## src/rtl/wb_pkg.sv

```systemverilog
// Shared types and constants for the Wishbone single-transfer initiator.
// Provides the FSM state enum, default bus widths and the timeout counter width.
package wb_pkg;

  typedef enum logic [1:0] {
    IDLE = 2'd0,
    BUS  = 2'd1,
    RESP = 2'd2
  } state_t;

  localparam int WB_ADR_W = 32;
  localparam int WB_DAT_W = 32;
  localparam int WB_SEL_W = 4;

  // Counter must hold 0..timeout-1; never narrower than one bit.
  function automatic int cnt_w(input int timeout);
    int w;
    w = $clog2(timeout + 1);
    return (w < 1) ? 1 : w;
  endfunction

endpackage

```

## src/rtl/wb_initiator.sv

```systemverilog
// Classic Wishbone single-transfer master driven by a valid/ready command
// port. Ports: wb_clk_i/wb_rst_i (sync, active-high), cmd_* command in,
// rsp_* one-cycle response out, busy, wbm_* Wishbone master signals.
module wb_initiator
  import wb_pkg::*;
#(
  parameter int TIMEOUT_CYCLES = 255,
  parameter int ADR_W          = WB_ADR_W,
  parameter int DAT_W          = WB_DAT_W
) (
  input  logic               wb_clk_i,
  input  logic               wb_rst_i,
  input  logic               cmd_valid,
  output logic               cmd_ready,
  input  logic               cmd_we,
  input  logic [ADR_W-1:0]   cmd_adr,
  input  logic [DAT_W-1:0]   cmd_dat,
  input  logic [DAT_W/8-1:0] cmd_sel,
  output logic               rsp_valid,
  output logic [DAT_W-1:0]   rsp_dat,
  output logic               rsp_err,
  output logic               busy,
  output logic               wbm_cyc_o,
  output logic               wbm_stb_o,
  output logic               wbm_we_o,
  output logic [ADR_W-1:0]   wbm_adr_o,
  output logic [DAT_W-1:0]   wbm_dat_o,
  output logic [DAT_W/8-1:0] wbm_sel_o,
  input  logic [DAT_W-1:0]   wbm_dat_i,
  input  logic               wbm_ack_i
);

  localparam int SEL_W = DAT_W / 8;
  localparam int CW    = cnt_w(TIMEOUT_CYCLES);
  localparam bit TO_EN = (TIMEOUT_CYCLES > 0);
  localparam logic [CW-1:0] TERM =
    TO_EN ? CW'(TIMEOUT_CYCLES - 1) : '0;

  state_t        state;
  logic [CW-1:0] cnt;

  always_ff @(posedge wb_clk_i) begin
    if (wb_rst_i) begin
      state     <= IDLE;
      cnt       <= '0;
      cmd_ready <= 1'b1;
      rsp_valid <= 1'b0;
      rsp_dat   <= '0;
      rsp_err   <= 1'b0;
      busy      <= 1'b0;
      wbm_cyc_o <= 1'b0;
      wbm_stb_o <= 1'b0;
      wbm_we_o  <= 1'b0;
      wbm_adr_o <= '0;
      wbm_dat_o <= '0;
      wbm_sel_o <= '0;
    end else begin
      unique case (state)
        IDLE: begin
          if (cmd_valid && cmd_ready) begin
            wbm_we_o  <= cmd_we;
            wbm_adr_o <= cmd_adr;
            wbm_dat_o <= cmd_dat;
            wbm_sel_o <= cmd_sel;
            wbm_cyc_o <= 1'b1;
            wbm_stb_o <= 1'b1;
            busy      <= 1'b1;
            cmd_ready <= 1'b0;
            cnt       <= '0;
            state     <= BUS;
          end
        end
        BUS: begin
          // Ack is checked first so it wins over a same-edge timeout.
          if (wbm_ack_i) begin
            wbm_cyc_o <= 1'b0;
            wbm_stb_o <= 1'b0;
            wbm_we_o  <= 1'b0;
            rsp_dat   <= wbm_we_o ? '0 : wbm_dat_i;
            rsp_err   <= 1'b0;
            rsp_valid <= 1'b1;
            state     <= RESP;
          end else if (TO_EN && cnt == TERM) begin
            wbm_cyc_o <= 1'b0;
            wbm_stb_o <= 1'b0;
            rsp_dat   <= '0;
            rsp_err   <= 1'b1;
            rsp_valid <= 1'b1;
            state     <= RESP;
          end else if (TO_EN) begin
            cnt <= cnt + 1'b1;
          end
        end
        RESP: begin
          rsp_valid <= 1'b0;
          busy      <= 1'b0;
          cmd_ready <= 1'b1;
          state     <= IDLE;
        end
        default: begin
          state     <= IDLE;
          cmd_ready <= 1'b1;
          busy      <= 1'b0;
          rsp_valid <= 1'b0;
          wbm_cyc_o <= 1'b0;
          wbm_stb_o <= 1'b0;
        end
      endcase
    end
  end

  logic unused_sel_w;
  assign unused_sel_w = (SEL_W == 0);

endmodule

```

## config.mk

```make
export PLATFORM = sky130hd
export DESIGN_NAME = wb_initiator
export DESIGN_NICKNAME = d
export VERILOG_FILES = /design/src/rtl/wb_pkg.sv /design/src/rtl/wb_initiator.sv
export SDC_FILE = /design/constraint.sdc
export NUM_CORES = 1
export LEC_CHECK = 0
export BUFFER_PORTS_ARGS = -buffer_cell sky130_fd_sc_hd__buf_2
export CORE_MARGIN = 4
export CORE_UTILIZATION = 36
export CTS_CLUSTER_DIAMETER = 200
export CTS_CLUSTER_SIZE = 14
export DETAILED_ROUTE_END_ITERATION = 6
export GPL_ROUTABILITY_DRIVEN = 0
export PLACE_DENSITY = 0.69
export SLEW_MARGIN = 40
export SYNTH_ARGS = -nofsm -noshare
export SYNTH_HDL_FRONTEND = slang
export SYNTH_SLANG_ARGS = --single-unit
```

## constraint.sdc

```tcl
create_clock -name wb_clk_i -period 2.1 [get_ports wb_clk_i]
set_input_delay 0.105 -clock wb_clk_i [delete_from_list [all_inputs] [get_ports wb_clk_i]]
set_output_delay 0.105 -clock wb_clk_i [all_outputs]
set_load 0.02 [all_outputs]
```

==> flow_summary.toml <==
[final_layout]
finalNetCount = 866
final_cells = 912
design_area_sq_um = 6910
syn2layout_area_growth_pct = 70.9
multi_input_area_sq_um = 1590
ff_latch_area_sq_um = 2320
n_fill_cell = 874
drive_above_1_share_pct = 33.3

[sta]
hold_violations = 0
slew_headroom_pct = 55.4
worst_pin_slew_ns = 0.667
fmax_mhz = 565
min_period_over_period_pct = 84.2
holdWs_ns = 0.0703
fin_crit_ns = 1.77
setup_viol = 0
final_max_slew_viol_count = 0
rsz0062_at_grt = "no"
timing.setup.tns_ns = 0
fin_skew_ns = 0.00621

[clock_network]
numCtsBuffers = 17
cts.sinks = 116
cts_root_buf = "clkbuf_16"
post_cts_buffers = 0
clk_pin_slew_ns = 0.05
ctsHtreeMaxLevel = 4
clock_path_buffers = 2
clk_latency_ns = 0.40
cts_tree = "done"

[logic_synthesis]
ys.flop_type = "dfxtp_1"
synth_most_common_cell = "nand2_1"
synth_xor_area_share_pct = 0.650
ys_async_sr_fraction_pct = 0
synth_nets = 558
muxShareOfSynthArea_pct = 0.247
ys_seq_area_share_pct = 57.4
synth_area_leaders = "dfxtp_1, nand2_1, a21oi_1"
synth-simple-area-share_pct = 17.6
yosysWarnings = 0
synthCells = 451
synth.distinct_cells = 40
synth_top_area_cell = "dfxtp_1"
synth_top_area_share_pct = 57.4
avgSynthCellArea_sq_um = 8.97
synth_top_family_by_area = "compound AO/OA/AOI/OAI gates"
synth-seq-cells = 116
synthAdderAreaFrac_pct = 0.619
synth_compound_area_share_pct = 19.5
syn_area_sq_um = 4050
synth_edf_count = 0
yosys-top-cells-count = "nand2_1, dfxtp_1, a21oi_1"

[drt]
drc = 0
first_pass_iters = 4
wl_um = 13200
ant_nets = 0
via_per_inst = 4.83
wl_per_cell_um = 14.4
vias = 4402
drtIter0Drc = 248

[floorplan]
io_pins = 212
num_rows = 38
start_util_pct = 37.0
die_h_um = 114
fp.dieArea_sq_um = 13000
core_area_sq_um = 10900
fp.dieW_um = 114

[worst_setup_path]
reg2reg_from = "cnt[0]"
r2r_end = "rsp_dat[4]"
arrival_ns = 2.06
reg2reg_slack_ns = 0.33
cp_max_fo = 32
ff2ff_path_depth = 7
cp.required_ns = 2.39
path_class = "reg2reg"
end_kind = "register"
crit_path_start_kind = "register"

[power]
power.density_nw_per_um2 = 934
seqPwrFrac_pct = 37.3
power_switching_share_pct = 23.7
p_int_w = 0.00493
vdd_drop_max_mv = 0.659
p_comb_share_pct = 14.3
p_switching_w = 0.00153
clkPwrFrac_pct = 48.4
leakagePower_nw = 3.22

[min_path]
worstHoldStart = "wb_rst_i"
hold_class = "in2reg"
min_path_cells = 3
hold_end = "cmd_ready"

[place]
dpl.cell_count = 778
placed_area_sq_um = 5240
port_buffers = 211
hpwl_um = 8110

[global_routing]
grt_pass1_wl_um = 21100
grt_pass1_vias = 4523
grt_max_degree = 47
antenna_found_initial = 1
grt_usage_pct = 20.2
grt_overflow = 0

[job]
drv_cap = 0

[status]
status = "completed"
==> area by class of cell <==
type,instances,area share (%)
Tap cell,140,2.53
Antenna cell,1,0.0362
Clock buffer,21,6.81
Inverter,3,0.163
Clock inverter,10,2.57
Sequential cell,116,33.6
Timing Repair Buffer,322,31.3
Multi-Input combinational cell,299,23.0
==> cell families (layout without fill, tap and decap cells) <==
group,after synthesis,in the layout
buffers and inverters,36,356
other,0,1
AO/OA/AOI/OAI,126,126
multiplexers,1,1
flip-flops,116,116
XOR/XNOR,3,3
AND/OR/NAND/NOR,167,167
adder cells (fa/ha/maj),2,2
==> worst max-delay path by stage <==
stage | start | end | slack (ns) | cells past startpoint
floorplan | cnt[0] | cnt[7] | 0.54 | 6
global placement | state[0] | rsp_dat[12] | 0.23 | 4
detailed placement | cnt[0] | rsp_dat[7] | 0.35 | 7
CTS | cnt[0] | rsp_dat[25] | 0.34 | 7
global route | cnt[1] | rsp_dat[27] | 0.17 | 6
finish | cnt[0] | rsp_dat[4] | 0.33 | 7
==> cell usage in the layout, fill, tap and decap left out, drive strengths merged, types with 2 or more instances in the layout <==
master,count
a21oi,78
a22o,32
and3,2
buf,220
bufinv,5
clkbuf,21
clkinv,5
dfxtp,116
dlygate4sd3,102
ha,2
inv,2
nand2,138
nand3,7
nor2,5
nor2b,3
nor3,4
o211ai,3
o21ai,4
xor2,2
==> metrics by stage <==
step	utilization [%]	total power, W	setup WS, ns
global route	63.2	0.00673	0.171
detailed placement	47.9	0.00322	0.352
finish	63.2	0.00646	0.331
floorplan	-	0.00290	0.537
CTS	63.2	0.00651	0.338
global placement	47.8	0.00320	0.234
==> metal layers <==
| layer | vias up | part of all wire (%) | routed length, um | track usage [%] |
|---|---|---|---|---|
| met4 | 0 | 4.2 | 555 | 12.0 |
| met2 | 166 | 52 | 6820 | 35.9 |
| met5 | - | 0 | 0 | 0 |
| met1 | 2027 | 38 | 5030 | 21.5 |
| li1 | 2161 | - | - | - |
| met3 | 48 | 5.8 | 767 | 5.20 |
==> flip-flops by register name (all words and copies together) (netlist names) <==
register and cells:
busy 1, wbm_we_o 1, rsp_err 1, cmd_ready 1
cnt 8, state 2, wbm_stb_o 1, wbm_adr_o 32
rsp_dat 32, wbm_sel_o 4, rsp_valid 1, wbm_dat_o 32
==> power by group through the flow <==
| stage | Sequential, W | Combinational [W] | Clock [W] |
|---|---|---|---|
| after floorplan | 0.00260 | 0.000300 | 0 |
| after global placement | 0.00244 | 0.000751 | 0 |
| after detailed placement | 0.00245 | 0.000770 | 0 |
| after CTS | 0.00241 | 0.000920 | 0.00318 |
| after global routing | 0.00242 | 0.00101 | 0.00330 |
| final | 0.00241 | 0.000924 | 0.00312 |
==> what timing repair did <==
action	4_1_cts	5_1_grt
gates resized for setup	0	0
hold endpoints to repair	102	0
hold buffers	102	0
==> critical path, stage by stage (launching register included) <==
cell	delay (ns)
dfxtp_1	0.34
inv_1	0.07
ha_1	0.15
nand4_2	0.20
o21ai_1	0.33
a21oi_2	0.09
buf_4	0.25
a22o_1	0.22
(Power assumes the default switching activity.)
